## config.mk

```make
export PLATFORM = sky130hd
export DESIGN_NAME = hamming_rx_sequencer
export DESIGN_NICKNAME = d
export VERILOG_FILES = /design/src/rtl/hamming_rx_sequencer.sv
export SDC_FILE = /design/constraint.sdc
export NUM_CORES = 1
export LEC_CHECK = 0
export CORE_ASPECT_RATIO = 0.7
export CORE_MARGIN = 2
export CORE_UTILIZATION = 55
export DETAILED_ROUTE_END_ITERATION = 10
export HOLD_SLACK_MARGIN = 0.02
export PLACE_DENSITY = 0.88
export SLEW_MARGIN = 15
export SYNTH_ARGS = -nofsm -noshare
export SYNTH_HDL_FRONTEND = slang
export SYNTH_SLANG_ARGS = --single-unit
export TNS_END_PERCENT = 20
```

## constraint.sdc

```tcl
create_clock -name clk_fast -period 3.4 [get_ports clk_fast]
set_input_delay 0.68 -clock clk_fast [delete_from_list [all_inputs] [get_ports clk_fast]]
set_output_delay 0.68 -clock clk_fast [all_outputs]
set_load 0.02 [all_outputs]
```

## src/rtl/hamming_rx_sequencer.sv

```systemverilog
// rtl/hamming_rx_sequencer.sv - Hamming(7,4) receive framer, single-error corrector and output FIFO
module hamming_rx_sequencer #(
  parameter int FIFO_DEPTH = 2,
  parameter int CNT_W      = 8
) (
  input  logic             clk_fast,
  input  logic             rst,
  input  logic             bit_in,
  input  logic             bit_valid,
  input  logic             sof,
  output logic             bit_ready,
  output logic [3:0]       data_out,
  output logic             data_valid,
  input  logic             data_ready,
  output logic             err_pulse,
  output logic [CNT_W-1:0] frame_cnt,
  output logic [CNT_W-1:0] corr_cnt,
  output logic             overflow,
  output logic             abort,
  input  logic             clr_stat
);

  localparam int AW = $clog2(FIFO_DEPTH);
  localparam logic [AW:0]      DEPTH_C = (AW+1)'(FIFO_DEPTH);
  localparam logic [CNT_W-1:0] CNT_MAX = '1;

  typedef enum logic [1:0] {IDLE, SHIFT, DECODE} state_t;

  state_t      state;
  logic [6:0]  cw;
  logic [2:0]  cnt;
  logic        accept;
  logic [2:0]  syn;
  logic [6:0]  fixed;
  logic [3:0]  nibble;

  logic [3:0]    mem [FIFO_DEPTH];
  logic [AW-1:0] rd_ptr, wr_ptr, rd_next;
  logic [AW:0]   count, count_next;
  logic          pop, push_ok, decoding;

  assign accept = bit_valid & bit_ready;

  // cw[i] holds codeword position i+1
  always_comb begin
    syn = {cw[3] ^ cw[4] ^ cw[5] ^ cw[6],
           cw[1] ^ cw[2] ^ cw[5] ^ cw[6],
           cw[0] ^ cw[2] ^ cw[4] ^ cw[6]};
    fixed = cw;
    if (syn != 3'd0)
      fixed[syn - 3'd1] = ~cw[syn - 3'd1];
    nibble = {fixed[2], fixed[4], fixed[5], fixed[6]};
  end

  always_comb begin
    decoding   = (state == DECODE);
    pop        = (count != '0) && data_ready;
    push_ok    = decoding && ((count != DEPTH_C) || pop);
    count_next = count + (AW+1)'(push_ok) - (AW+1)'(pop);
    rd_next    = rd_ptr + AW'(pop);
  end

  always_ff @(posedge clk_fast or posedge rst) begin
    if (rst) begin
      state     <= IDLE;
      cw        <= '0;
      cnt       <= '0;
      bit_ready <= 1'b1;
      err_pulse <= 1'b0;
      frame_cnt <= '0;
      corr_cnt  <= '0;
      overflow  <= 1'b0;
      abort     <= 1'b0;
    end else begin
      err_pulse <= 1'b0;
      case (state)
        IDLE: begin
          if (accept && sof) begin
            cw[0] <= bit_in;
            cnt   <= 3'd1;
            state <= SHIFT;
          end
        end
        SHIFT: begin
          if (accept) begin
            if (sof) begin
              cw[0] <= bit_in;
              cnt   <= 3'd1;
            end else begin
              cw[cnt] <= bit_in;
              cnt     <= cnt + 3'd1;
              if (cnt == 3'd6) begin
                state     <= DECODE;
                bit_ready <= 1'b0;
              end
            end
          end
        end
        default: begin
          state     <= IDLE;
          cnt       <= '0;
          bit_ready <= 1'b1;
          if (push_ok && syn != 3'd0)
            err_pulse <= 1'b1;
        end
      endcase

      // clear wins over any same-cycle increment or sticky set
      if (clr_stat) begin
        frame_cnt <= '0;
        corr_cnt  <= '0;
        overflow  <= 1'b0;
        abort     <= 1'b0;
      end else begin
        if (push_ok && frame_cnt != CNT_MAX)
          frame_cnt <= frame_cnt + 1'b1;
        if (push_ok && syn != 3'd0 && corr_cnt != CNT_MAX)
          corr_cnt <= corr_cnt + 1'b1;
        if (decoding && !push_ok)
          overflow <= 1'b1;
        if (state == SHIFT && accept && sof)
          abort <= 1'b1;
      end
    end
  end

  always_ff @(posedge clk_fast) begin
    if (push_ok)
      mem[wr_ptr] <= nibble;
  end

  // data_out tracks the next head so it holds its last value once the FIFO drains
  always_ff @(posedge clk_fast or posedge rst) begin
    if (rst) begin
      rd_ptr     <= '0;
      wr_ptr     <= '0;
      count      <= '0;
      data_valid <= 1'b0;
      data_out   <= '0;
    end else begin
      count      <= count_next;
      rd_ptr     <= rd_next;
      data_valid <= (count_next != '0);
      if (push_ok)
        wr_ptr <= wr_ptr + 1'b1;
      if (count_next != '0) begin
        if (push_ok && count == (AW+1)'(pop))
          data_out <= nibble;
        else
          data_out <= mem[rd_next];
      end
    end
  end

endmodule
```

==> impl_results.md, run 1 <==
* Post-synth EDFFs at 8
* PortBufs at 31
* Vias at 1810
* Maximum clock insertion buffer count at 2
* P per Cell Area at roughly 770 nW/um2
* Final antenna diode count at 0
* Synth cell count leaders: 40 x dfrtp_1, 32 x nor2_1, 19 x nand2_1
* CP delay by family, top: simple AND/OR/NAND/NOR gates
* Most frequent cell after synthesis: dfrtp_1
* Leak at about 1.2 nW
* Syn nets at 248
* Drt first pass iters at 4
* Most used DFF post-synth: dfrtp_1
* Sink Count at 49
* Pre-CTS setup slack at between 0.09 and 0.1 ns
* Slowest stage cell, crit path: or3b_2
* Clock tree root buffer cell: clkbuf_8
* Fmax achieved at ~340 MHz
* Finished Cell Area at 2920 um2
* Final Max Tran Viols at 0
* Max incr delay on CP at 0.50 ns
* Io pins at 32
* RSZ-0062 raised after global routing: false
* Post-CTS Resized at 0
* Vias in the first global route at 1716
* Final RePlAce weighted congestion at 0.815
* #FFs+latches synth at 49
* Hpwl dp at 3230 um
* Worst setup SP type: input pin
* Arrival time at the worst endpoint at 3.18 ns
* Max rail drop VDD at about 0.51 mV
* Post-DRT Antenna Nets at 0
* Min-Delay Path Class: reg -> reg
* Slew headroom at 57.5%
* Crit-path max FO at 8
* Seq/Total Area, Yosys at 51.6%
* Cell variety after synth at between 40 and 50
* Post-synth top area cell: dfrtp_1
* Yosys warns at 0
* Async SR Flop Fraction at 83.7%
* DR iter-0 viols at between 70 and 80
* Worst-margin pin slew at 0.635 ns
* Starting Density at 57.0%
* DR vias/cell at around 5.6
* Layout cells sized above 1 at under 10%
* GR Util met2 at 30.2%
* Htree depth at 2
* Reg clk slew, reported paths at approximately 0.090 ns
* Clk_skew at 0.0118 ns
* Setup TNS at 0 ns
* GR Layer Usage met1 at 27.5%
* Die footprint at 5020 um2
* # setup viols final at 0
* Max Cap Viol at 0
* Outcome: finished clean
* Die W at about 84 um
* Fill cells at ~340
* Layout area overhead at 18.9%
* CTS tree: yes
* Grt total ovfl at 0
* Gr busiest metal: met2
* Final worst setup slack at 0.428 ns
* Hold_buf cts at 0
* Fin cells at approximately 330
* Setup Crit Path Kind: in -> reg
* GRT Total Usage at 19.7%
* Post-synthesis cell count at 233
* Initial antenna violation count at 0
* Final Critical Period at 2.97 ns
* TritonCTS buffer count at 5
* Ranking of synthesized cells by area: dfrtp_1 41%, edfxtp_1 9.8%, nor2_1 4.9%
* Nature of the critical path endpoint: flip-flop
* Reg2reg setup slack at 0.69 ns
* Pin count of the biggest net entering global routing at 42
* WL final at 4330 um
* DRC violations left at 0
* CP cell instances: clkdlybuf4s50_1 > or3b_2 > nand2_1 > ha_1 > inv_1 > ha_1 > xnor2_1 > xnor2_1 > nor2_1 > a31oi_1 > a22o_2
* Nets@finish at 284
* Core area at 4300 um2
* WHS at 0.511 ns
* Period utilization at 87.4%
* First-pass GRT wire length at 7690 um
* Power consumption at roughly 2.3 mW
* Worst-Skew Late Latency at a little over 0.3 ns
* Die Span Y at 59.9 um
* Synthesized area per cell at 10.5 um2
* Row count at 20
* Postcts setup bufs at 0
* CP bufs+invs at 2
* Synth top area share at 40.8%
* Routed WL per cell at around 13 um
* Hold violation count in the final report at 0
* Final core utilization at 67.8%
* Post-Syn Area at about 2500 um2
* Routing usage on met3 at 4.56%
* Area post-placement at 2830 um2
* Required @ worst endpoint at approximately 3.6 ns
* Cells after DPL at 317
## logic make-up (layout without fill, tap and decap cells)
group	Yosys count	count (layout)	share of synthesized area (%)
DFF	49	49	51.6
adders and majority gates	8	8	4.08
muxes	13	13	5.71
xor gates and xnor gates	24	24	8.87
and+or+nand+nor	102	102	21.2
buffers and inverters	10	47	1.58
AOI/OAI and AO/OA	27	27	6.93
## state kept, by name (all words and copies together), names as in the netlist
signal,count
cw,7
overflow,1
data_valid,1
frame_cnt,8
state,2
count,2
corr_cnt,8
err_pulse,1
data_out,4
bit_ready,1
cnt,3
rd_ptr,1
abort,1
wr_ptr,1
mem,8
## worst paths after layout
check,startpoint,cells past startpoint,endpoint
worst min-delay path,wr_ptr,1,wr_ptr
worst max register to register,cw[2],9,data_out[2]
max in group asynchronous,rst,3,bit_ready
worst min register to register,wr_ptr,1,wr_ptr
worst max-delay path,data_ready,11,data_out[0]
min in group asynchronous,rst,3,frame_cnt[2]
## cell type report
type                    count  area, um2  area share (%)
inverters                   6       22.5           0.772
well taps                  55       68.8            2.36
clock inverters             3       17.5           0.600
repair buffers             33        325            11.1
flip-flops and latches     49       1270            43.4
multi-input cells         174       1150            39.3
clock buffers               5       68.8            2.36
## placed cells by master, fill, tap and decap left out, types with 2 or more instances in the layout
cell type	count
nand3b_1	2
buf_4	2
mux2_2	8
nor2b_1	3
edfxtp_1	8
a31oi_1	4
nor3_1	7
nand2b_1	2
dfrtp_1	40
a21oi_1	5
nor3b_1	3
a22o_2	2
nand2_1	19
clkbuf_8	5
o21ai_0	8
inv_1	6
xor2_1	11
nand3_1	8
ha_1	8
nand4_1	6
xnor2_1	12
and3_1	5
a211oi_1	3
mux2i_1	5
nor2_1	32
or3_1	5
clkdlybuf4s50_1	31
## layer usage
metal  vias up  share of wire (%)
li1        899                  -
met1       870                 51
met2        33                 44
met3         8                3.8
met4         0                1.8
met5         -                  0
## power breakdown
group	internal, mW	switching (mW)
registers	0.770	0.131
clock network	0.142	0.187
logic	0.496	0.535
total	1.41	0.853
(Power assumes the default switching activity.)
==> run 2, diff against run 1 <==
clock period = 3.41 ns   (was 3.4 ns; I/O delays follow)
==> run 2 against run 1 <==
Against the previous run: sequential power hardly changed; global-route usage decreased by 0.29 points; final cell count is the same; clock-buffer cell count rose by 2; largest cell class unchanged.
==> impl_results.md, run 2 (synthesis results as in run 1) <==
* Nets@finish at 284
* CP startpoint: data_ready
* Arrival time at the worst endpoint at 3.19 ns
* RSZ-0062 raised after global routing: false
* Grt total ovfl at 0
* PortBufs at 31
* Vias in the first global route at 1639
* First-pass GRT wire length at 7500 um
* Leading registers by flop count: corr_cnt (8), frame_cnt (8), mem (8)
* Fmax achieved at 334 MHz
* Crit-path max FO at 8
* CP bufs+invs at 2
* Starting Density at 57.0%
* CP cell instances: clkdlybuf4s50_1 > or3b_2 > nand2_1 > ha_1 > inv_1 > ha_1 > xnor2_1 > xnor2_1 > nor2_1 > a31oi_1 > a22o_2
* Hold_buf cts at 0
* Flop pwr share at about two fifths
* P per Cell Area at 780 nW/um2
* Pin count of the biggest net entering global routing at 42
* Nature of the critical path endpoint: flip-flop
* TritonCTS buffer count at 5
* Die W at about 84 um
* Layout area overhead at 19.2%
* Post-CTS Resized at 0
* Core area at 4300 um2
* Layout cells sized above 1 at between 9 and 10%
* Reg2reg start: cw[2]
* Worst-Skew Late Latency at 0.30 ns
* # setup viols final at 0
* GRT Total Usage at 19.4%
* Row count at 20
* Slowest stage cell, crit path: or3b_2
* Worst-margin pin slew at 0.663 ns
* Final Critical Period at 3.00 ns
* Hpwl dp at 3220 um
* Max Cap Viol at 0
* WL final at ~4300 um
* Outcome: finished clean
* Die Span Y at about 60 um
* Max incr delay on CP at 0.51 ns
* Initial antenna violation count at 0
* Period utilization at 87.8%
* DRC violations left at 0
* Max rail drop VDD at about 0.57 mV
* CP delay by family, top: simple AND/OR/NAND/NOR gates
* Htree depth at 2
* Commonest non-fill, non-tap cell in the layout: dfrtp_1
* Worst setup SP type: input pin
* Vias at 1774
* Internal power at 1.43 mW
* Post-DRT Antenna Nets at 0
* WHS at 0.495 ns
* Hold violation count in the final report at 0
* DR iter-0 viols at 62
* Setup Crit Path Kind: in -> reg
* Clock power frac at around 15%
* Setup TNS at 0 ns
* Final Max Tran Viols at 0
* CTS tree: yes
* Hold_sp: data_out[3]
* Final RePlAce weighted congestion at 0.815
* Required @ worst endpoint at 3.60 ns
* Slew headroom at between 50% and 60%
* Drt first pass iters at 4
* Die footprint at 5020 um2
* Maximum clock insertion buffer count at 2
* Comb pwr share at a little under half
* Sink Count at 49
* Clk_skew at 0.00842 ns
* Io pins at 32
* Final antenna diode count at 0
* Most frequent cells in the layout: 40 x dfrtp_1, 32 x nor2_1, 31 x clkdlybuf4s50_1
* Leak at 1.24 nW
* DR vias/cell at 5.46
* Switch Pwr at 856 uW
* Reg clk slew, reported paths at 0.08 ns
* Switching fraction of total power at 37.5%
* Routed WL per cell at 13.3 um
* Min-Delay Path Class: reg -> reg
* Postcts setup bufs at 0
* Clock tree root buffer cell: clkbuf_8
[run 2: changes by cell type in the layout (fill, tap and decap cells not counted), sizes merged]
| cell | change |
|---|---|
| clkbuf | +2 |
| clkinv | -3 |
| clkinvlp | +1 |
[run 2: area by class of cell]
type	instances	area (um2)
fill	323	1380
sequential	49	1270
multi-input combinational	174	1150
timing repair buffer	33	325
clock buffer	7	86.3
tap	55	68.8
inverter	6	22.5
clock inverter	1	7.51
[run 2: tightest hold or removal path: cells and delay by family (launching register included)]
| family | cells | cell delay, ns |
|---|---|---|
| simple gates | 1 | 0.05 |
| flops | 1 | 0.36 |
| compound gates | 1 | 0.06 |
[run 2: worst paths after layout]
| path | slack, ns | endpoint | depth (start not counted) |
|---|---|---|---|
| worst max-delay path | 0.41 | data_out[0] | 11 |
| worst min-delay path | 0.50 | data_out[3] | 2 |
| min in group asynchronous | 0.81 | count[0] | 3 |
| worst max register to register | 0.65 | data_out[2] | 9 |
| worst min register to register | 0.50 | data_out[3] | 2 |
| max in group asynchronous | 2.23 | bit_ready | 3 |
[run 2: through the flow]
stage	std cells	utilization [%]	setup WS [ns]	power [mW]	instance area, um2
finish	325	68.0	0.415	2.28	2930
CTS	325	68.0	0.440	2.30	2930
global route	325	68.0	0.283	2.48	2930
floorplan	233	-	0.706	1.70	2450
global placement	317	65.8	0.263	1.91	2830
detailed placement	317	65.8	0.139	1.95	2830
[run 2: power by group through the flow]
stage	clock network (mW)	registers, mW	logic (mW)
after floorplan	0	0.911	0.787
after global placement	0	0.904	1.00
after detailed placement	0	0.912	1.04
after CTS	0.357	0.900	1.04
after global routing	0.385	0.921	1.17
final	0.348	0.900	1.03
[run 2: layer usage]
layer	global-route usage, %	up-vias	wire length (um)
li1	-	897	-
met1	26.6	841	2140
met2	30.2	31	1970
met3	6.63	5	181
met4	5.07	0	42
met5	0	-	0
